File: src/rtl/debounce_pkg.sv
// Shared constants and helpers for the debouncer slice.
package debounce_pkg;

   localparam int GLITCH_W = 8;

   function automatic int cnt_width(input int stable);
      return $clog2(stable + 1);
   endfunction

endpackage

File: src/rtl/debounce_channel.sv
// One debounce channel: synchroniser chain, stability counter, clean level and busy flag.
// Optional rejected-bounce counter enabled by DEBOUNCE_GLITCH_CNT_EN.
module debounce_channel
   import debounce_pkg::*;
#(
   parameter int SYNC_STAGES   = 2,
   parameter int STABLE_CYCLES = 4,
   parameter bit RESET_LEVEL   = 1'b0
) (
   input  logic                clk,
   input  logic                rst,
   input  logic                entrada,
   output logic                saida,
   output logic                busy
`ifdef DEBOUNCE_GLITCH_CNT_EN
   ,
   output logic [GLITCH_W-1:0] glitch_cnt
`endif
);

   localparam int              CW       = cnt_width(STABLE_CYCLES);
   localparam logic [CW-1:0]   CNT_LAST = CW'(STABLE_CYCLES - 1);

   logic [SYNC_STAGES-1:0] sync_q;
   logic [CW-1:0]          cnt;
   logic                   s;

   assign s = sync_q[SYNC_STAGES-1];

   // NOTE: every flop here, the synchroniser chain included, is reset and updated with
   // non-blocking assignments so that all channel state advances on the same edge.
   always_ff @(posedge clk or posedge rst) begin
      if (rst) begin
         sync_q <= {SYNC_STAGES{RESET_LEVEL}};
      end else begin
         sync_q <= {sync_q[SYNC_STAGES-2:0], entrada};
      end
   end

   // Any sample matching the current level restarts the count, so only an
   // uninterrupted run of STABLE_CYCLES differing samples is accepted.
   always_ff @(posedge clk or posedge rst) begin
      if (rst) begin
         cnt   <= '0;
         saida <= RESET_LEVEL;
      end else if (s == saida) begin
         cnt <= '0;
      end else if (cnt == CNT_LAST) begin
         saida <= s;
         cnt   <= '0;
      end else begin
         cnt <= cnt + CW'(1);
      end
   end

   assign busy = (cnt != '0);

`ifdef DEBOUNCE_GLITCH_CNT_EN
   always_ff @(posedge clk or posedge rst) begin
      if (rst) begin
         glitch_cnt <= '0;
      end else if ((s == saida) && (cnt != '0) && (glitch_cnt != '1)) begin
         glitch_cnt <= glitch_cnt + GLITCH_W'(1);
      end
   end
`endif

endmodule

File: src/rtl/debouncer_sync.sv
// Multi-channel input debouncer feeding the edge detector; channels are independent.
// Optional per-channel glitch counters enabled by DEBOUNCE_GLITCH_CNT_EN.
module debouncer_sync
   import debounce_pkg::*;
#(
   parameter int N_CH          = 2,
   parameter int SYNC_STAGES   = 2,
   parameter int STABLE_CYCLES = 4,
   parameter bit RESET_LEVEL   = 1'b0
) (
   input  logic                       clk,
   input  logic                       rst,
   input  logic [N_CH-1:0]            entrada,
   output logic [N_CH-1:0]            saida,
   output logic [N_CH-1:0]            busy
`ifdef DEBOUNCE_GLITCH_CNT_EN
   ,
   output logic [N_CH*GLITCH_W-1:0]   glitch_cnt
`endif
);

   for (genvar i = 0; i < N_CH; i++) begin : g_ch
      debounce_channel #(
         .SYNC_STAGES   (SYNC_STAGES),
         .STABLE_CYCLES (STABLE_CYCLES),
         .RESET_LEVEL   (RESET_LEVEL)
      ) u_ch (
         .clk        (clk),
         .rst        (rst),
         .entrada    (entrada[i]),
         .saida      (saida[i]),
         .busy       (busy[i])
`ifdef DEBOUNCE_GLITCH_CNT_EN
         ,
         .glitch_cnt (glitch_cnt[GLITCH_W*i +: GLITCH_W])
`endif
      );
   end

endmodule

File: config.mk
export PLATFORM = sky130hd
export DESIGN_NAME = debouncer_sync
export DESIGN_NICKNAME = d
export VERILOG_FILES = /design/src/rtl/debounce_pkg.sv /design/src/rtl/debounce_channel.sv /design/src/rtl/debouncer_sync.sv
export SDC_FILE = /design/constraint.sdc
export NUM_CORES = 1
export LEC_CHECK = 0
export ABC_AREA = 1
export CORE_AREA = 3 3 40 42
export CTS_CLUSTER_SIZE = 16
export DETAILED_ROUTE_END_ITERATION = 12
export DIE_AREA = 0 0 43 45
export HOLD_SLACK_MARGIN = 0.06
export PLACE_DENSITY = 0.71
export SYNTH_ARGS = -nofsm -noshare
export SYNTH_HDL_FRONTEND = slang
export SYNTH_HIERARCHICAL = 1
export SYNTH_SLANG_ARGS = --single-unit
File: constraint.sdc
create_clock -name clk -period 2.4 [get_ports clk]
set_clock_uncertainty 0.15 [all_clocks]
set_input_delay 0.48 -clock clk [delete_from_list [all_inputs] [get_ports clk]]
set_output_delay 0.48 -clock clk [all_outputs]
set_load 0.1 [all_outputs]
* Word level (Yosys, flattened, before mapping) *
Index checks and enable logic that the tools add are counted.
Widths: inputs -> output; s select.

storage, ports and cells
  register bits = 12

cells by class
  $add $sub $neg = 2
  eq/ne operators = 4
  muxes and demuxes = 4
  bitwise gates (word level) = 2
  reductions and logical operators = 4

operators with widths
  operator             count
  $mux 3               4
  $add 3x1->3 const B  2
  $eq 3x2->1 const B   2
  $reduce_bool 3->1    2
  $reduce_and 2->1     2
  $eq 1x1->1           2
  $not 1->1            2

* Longest topological paths before layout *
  depth in word-level cells = 3
  depth in mapped cells = 4

* Cells and area by module *
The synthesis kept the hierarchy.

by module, submodules not included
  module                           times used  cells each  area each (µm²)  seq. area each (µm²)
  debounce_channel (g_ch[1].u_ch)  1           29          262.8            150.1
  debounce_channel (g_ch[0].u_ch)  1           29          260.2            150.1

* Worst setup path before layout *
OpenSTA, ideal clock, no wires.

  path type = register to output
  start = register g_ch[0].u_ch.cnt[0]
  end = output port busy[0]
  data arrival time = 1.201 ns
  data required time = 1.770 ns
  setup slack = 0.569 ns
  cell stages (with the launch flop) = 4
  buffers on the path = 0
  path through = dfrtp_1 > inv_1 > ha_1 > nand2_1

on the way
  word-level cells in the longest chain between the ends = 1

ends and longest elaborated chain
  element                 RTL line                source
  from (decl)             debounce_channel.sv:25  logic [CW-1:0] cnt;
  from (signal assigned)  debounce_channel.sv:52  cnt <= cnt + CW'(1);
  $reduce_bool 3->1       debounce_channel.sv:56  assign busy = (cnt != '0);
  to (decl)               debouncer_sync.sv:15    output logic [N_CH-1:0] busy

Every way passes these cells.

* Worst setup path after layout *
Ends and elaborated chain as after synthesis.

==> flow_metrics.env <==
export IMPL_status="finished, final reports clean"
export IMPL_fp_dieH_um=45
export IMPL_initial_core_util_pct=40.70
export IMPL_grt_overflow=0
export IMPL_postRouteAntennaNets=0
export IMPL_clk_root_buffer_cell="clkbuf_4"
export IMPL_reg2reg_slack_ns=1.31
export IMPL_fillCellCount=125
export IMPL_multiInputGateArea_um2=166.4
export IMPL_critPathBufInv=2
export IMPL_finalHoldViolCount=0
export IMPL_rows=13
export IMPL_stdcell_count=83
export IMPL_syn_cell_area_um2=523.0
export IMPL_setup_viol=0
export IMPL_max_slew_margin_pct=81.67
export IMPL_portBuffers=7
export IMPL_syn2layout_area_growth_pct=24.16
export IMPL_cp_required_ns=1.77
export IMPL_drive_above_1_share_pct=20.59
export IMPL_dp_hpwl_um=585.4
export IMPL_viasPerCell=4.265
export IMPL_min_from="g_ch[1].u_ch/sync_q[0]"
export IMPL_clk_path_buf_depth=2
export IMPL_dr_pass1_iters=4
export IMPL_nets=78
export IMPL_place_gp_congestion=0.6726
export IMPL_fin_util_pct=50.54
export IMPL_yosys_warnings=6
export IMPL_seq_area_frac_synth_pct=57.42
export IMPL_post_cts_setup_buffers=0
export IMPL_fmax_mhz=554.6
export IMPL_min_to="g_ch[1].u_ch/sync_q[1]"
export IMPL_cts_resized=0
export IMPL_reg2reg_depth=4
export IMPL_drc=0
export IMPL_ios=8
export IMPL_initialDrtViolationCount=1
export IMPL_synth_cell_types=8
export IMPL_hold_depth=0
export IMPL_path_clk_slew_ns=0.07
export IMPL_cts_sinks=12
export IMPL_tns_ns=0
export IMPL_die_width_um=43
export IMPL_cts_made_buffers=3
export IMPL_syn_nets=66
export IMPL_synth_avg_cell_area_um2=9.017
export IMPL_clock_latency_ns=0.27
export IMPL_setup_ws_ns=0.5970
export IMPL_cts_hold_buffers_added=0
export IMPL_reg2reg_from="g_ch[0].u_ch/cnt[0]"
export IMPL_synth_cells=58
export IMPL_finalWirelength_um=733
export IMPL_dieArea_um2=1935
export IMPL_hold_class="reg -> reg"
export IMPL_ys_seq_elements=12
export IMPL_antenna_found_initial=0
export IMPL_via_count=354
export IMPL_grt_usage_pct=10.08
export IMPL_cap_viol_max_count=0
export IMPL_worstReg2RegEnd="g_ch[0].u_ch/cnt[0]"
export IMPL_cp_arrival_ns=1.17
export IMPL_end_kind="output port"
export IMPL_cp_slowest_cell="dfrtp_1"
export IMPL_cpLargestDelayFamily="flip-flops"
export IMPL_grt_pass1_wl_um=1386
export IMPL_drv_slew=0
export IMPL_worst_path_max_fanout=2
export IMPL_dp_slack_ns=0.8907
export IMPL_antenna_diode_count=0
export IMPL_core_um2=1285
export IMPL_worst_pin_slew_ns=0.2772
export IMPL_post_route_period_util_pct=75.13
export IMPL_cts_tree="yes"
export IMPL_startpoint_type="register"
export IMPL_wl_per_cell_um=8.831
export IMPL_grt_max_degree=7
export IMPL_h_tree_depth=1
export IMPL_rsz0062_at_grt="false"
export IMPL_grt_pass1_vias=369
export IMPL_seq_area_um2=300.3
export IMPL_cp_slowest_stage_delay_ns=0.36
export IMPL_min_period_ns=1.803
export IMPL_worstPathCellList="inv_1, ha_1, nand2_1, buf_12"
export IMPL_place_inst=80
export IMPL_crit_type="reg -> out"
export IMPL_cp_startpoint="g_ch[0].u_ch/cnt[0]"
## registers in the layout, indices dropped and copies added (netlist names)
signal / count
g_ch.u_ch/saida: 2
g_ch.u_ch/cnt: 6
g_ch.u_ch/sync_q: 4
## metrics by stage
step,hold slack [ns],instance area (µm²)
after floorplan,0.1210,523.0
after global placement,0.1814,626.9
after detailed placement,0.1847,626.9
after CTS,0.2018,649.4
after global routing,0.2167,649.4
final,0.2009,649.4
## cells by family after synthesis
kind of cell	share of synthesized area, %
and+or+nand+nor	22.25
buffers and inverters	10.77
DFF	57.42
adders and majority gates	9.570
## worst max-delay path by stage
stage / to / slack (ns) / depth (start not counted)
after floorplan: busy[0] / 0.57 / 3
after global placement: busy[0] / 0.93 / 4
after detailed placement: busy[0] / 0.89 / 4
after CTS: busy[0] / 0.59 / 4
after global routing: busy[0] / 0.51 / 4
final: busy[0] / 0.60 / 4
## routing by layer
layer	vias to the layer above	global-route usage (%)	part of all wire (%)
met5	-	0	0
met4	0	10.84	3.0
met3	2	1.195	3.4
met2	9	15.87	45
met1	157	11.39	48
li1	186	-	-
## area by class of cell
class / count / area share [%]
tap: 15 / 2.890
multi-input combinational: 31 / 25.63
clock buffer: 3 / 3.468
inverter: 15 / 8.671
sequential: 12 / 46.24
timing repair buffer: 7 / 13.10
## Yosys cell counts, drive strengths merged
| master | n | share of area [%] |
|---|---|---|
| dfrtp | 12 | 57 |
| ha | 4 | 9.6 |
| inv | 15 | 11 |
| nand2 | 19 | 16 |
| nand3 | 2 | 1.9 |
| nor2 | 6 | 4.3 |
## cells in the final DEF (no fill, tap or decap), drive strengths merged
master         count
nand2             19
ha                 4
buf                4
nand3              2
inv               15
clkbuf             3
dfrtp             12
clkdlybuf4s50      3
nor2               6
## worst reg2reg max path: stages (launching register included)
cell     delay (ns)
dfrtp_1        0.39
ha_1           0.23
nand2_1        0.10
nand2_1        0.06
nor2_1         0.10
Power is not shown: default switching activity piles up to over one toggle a cycle in this logic, so the estimate is an artifact.
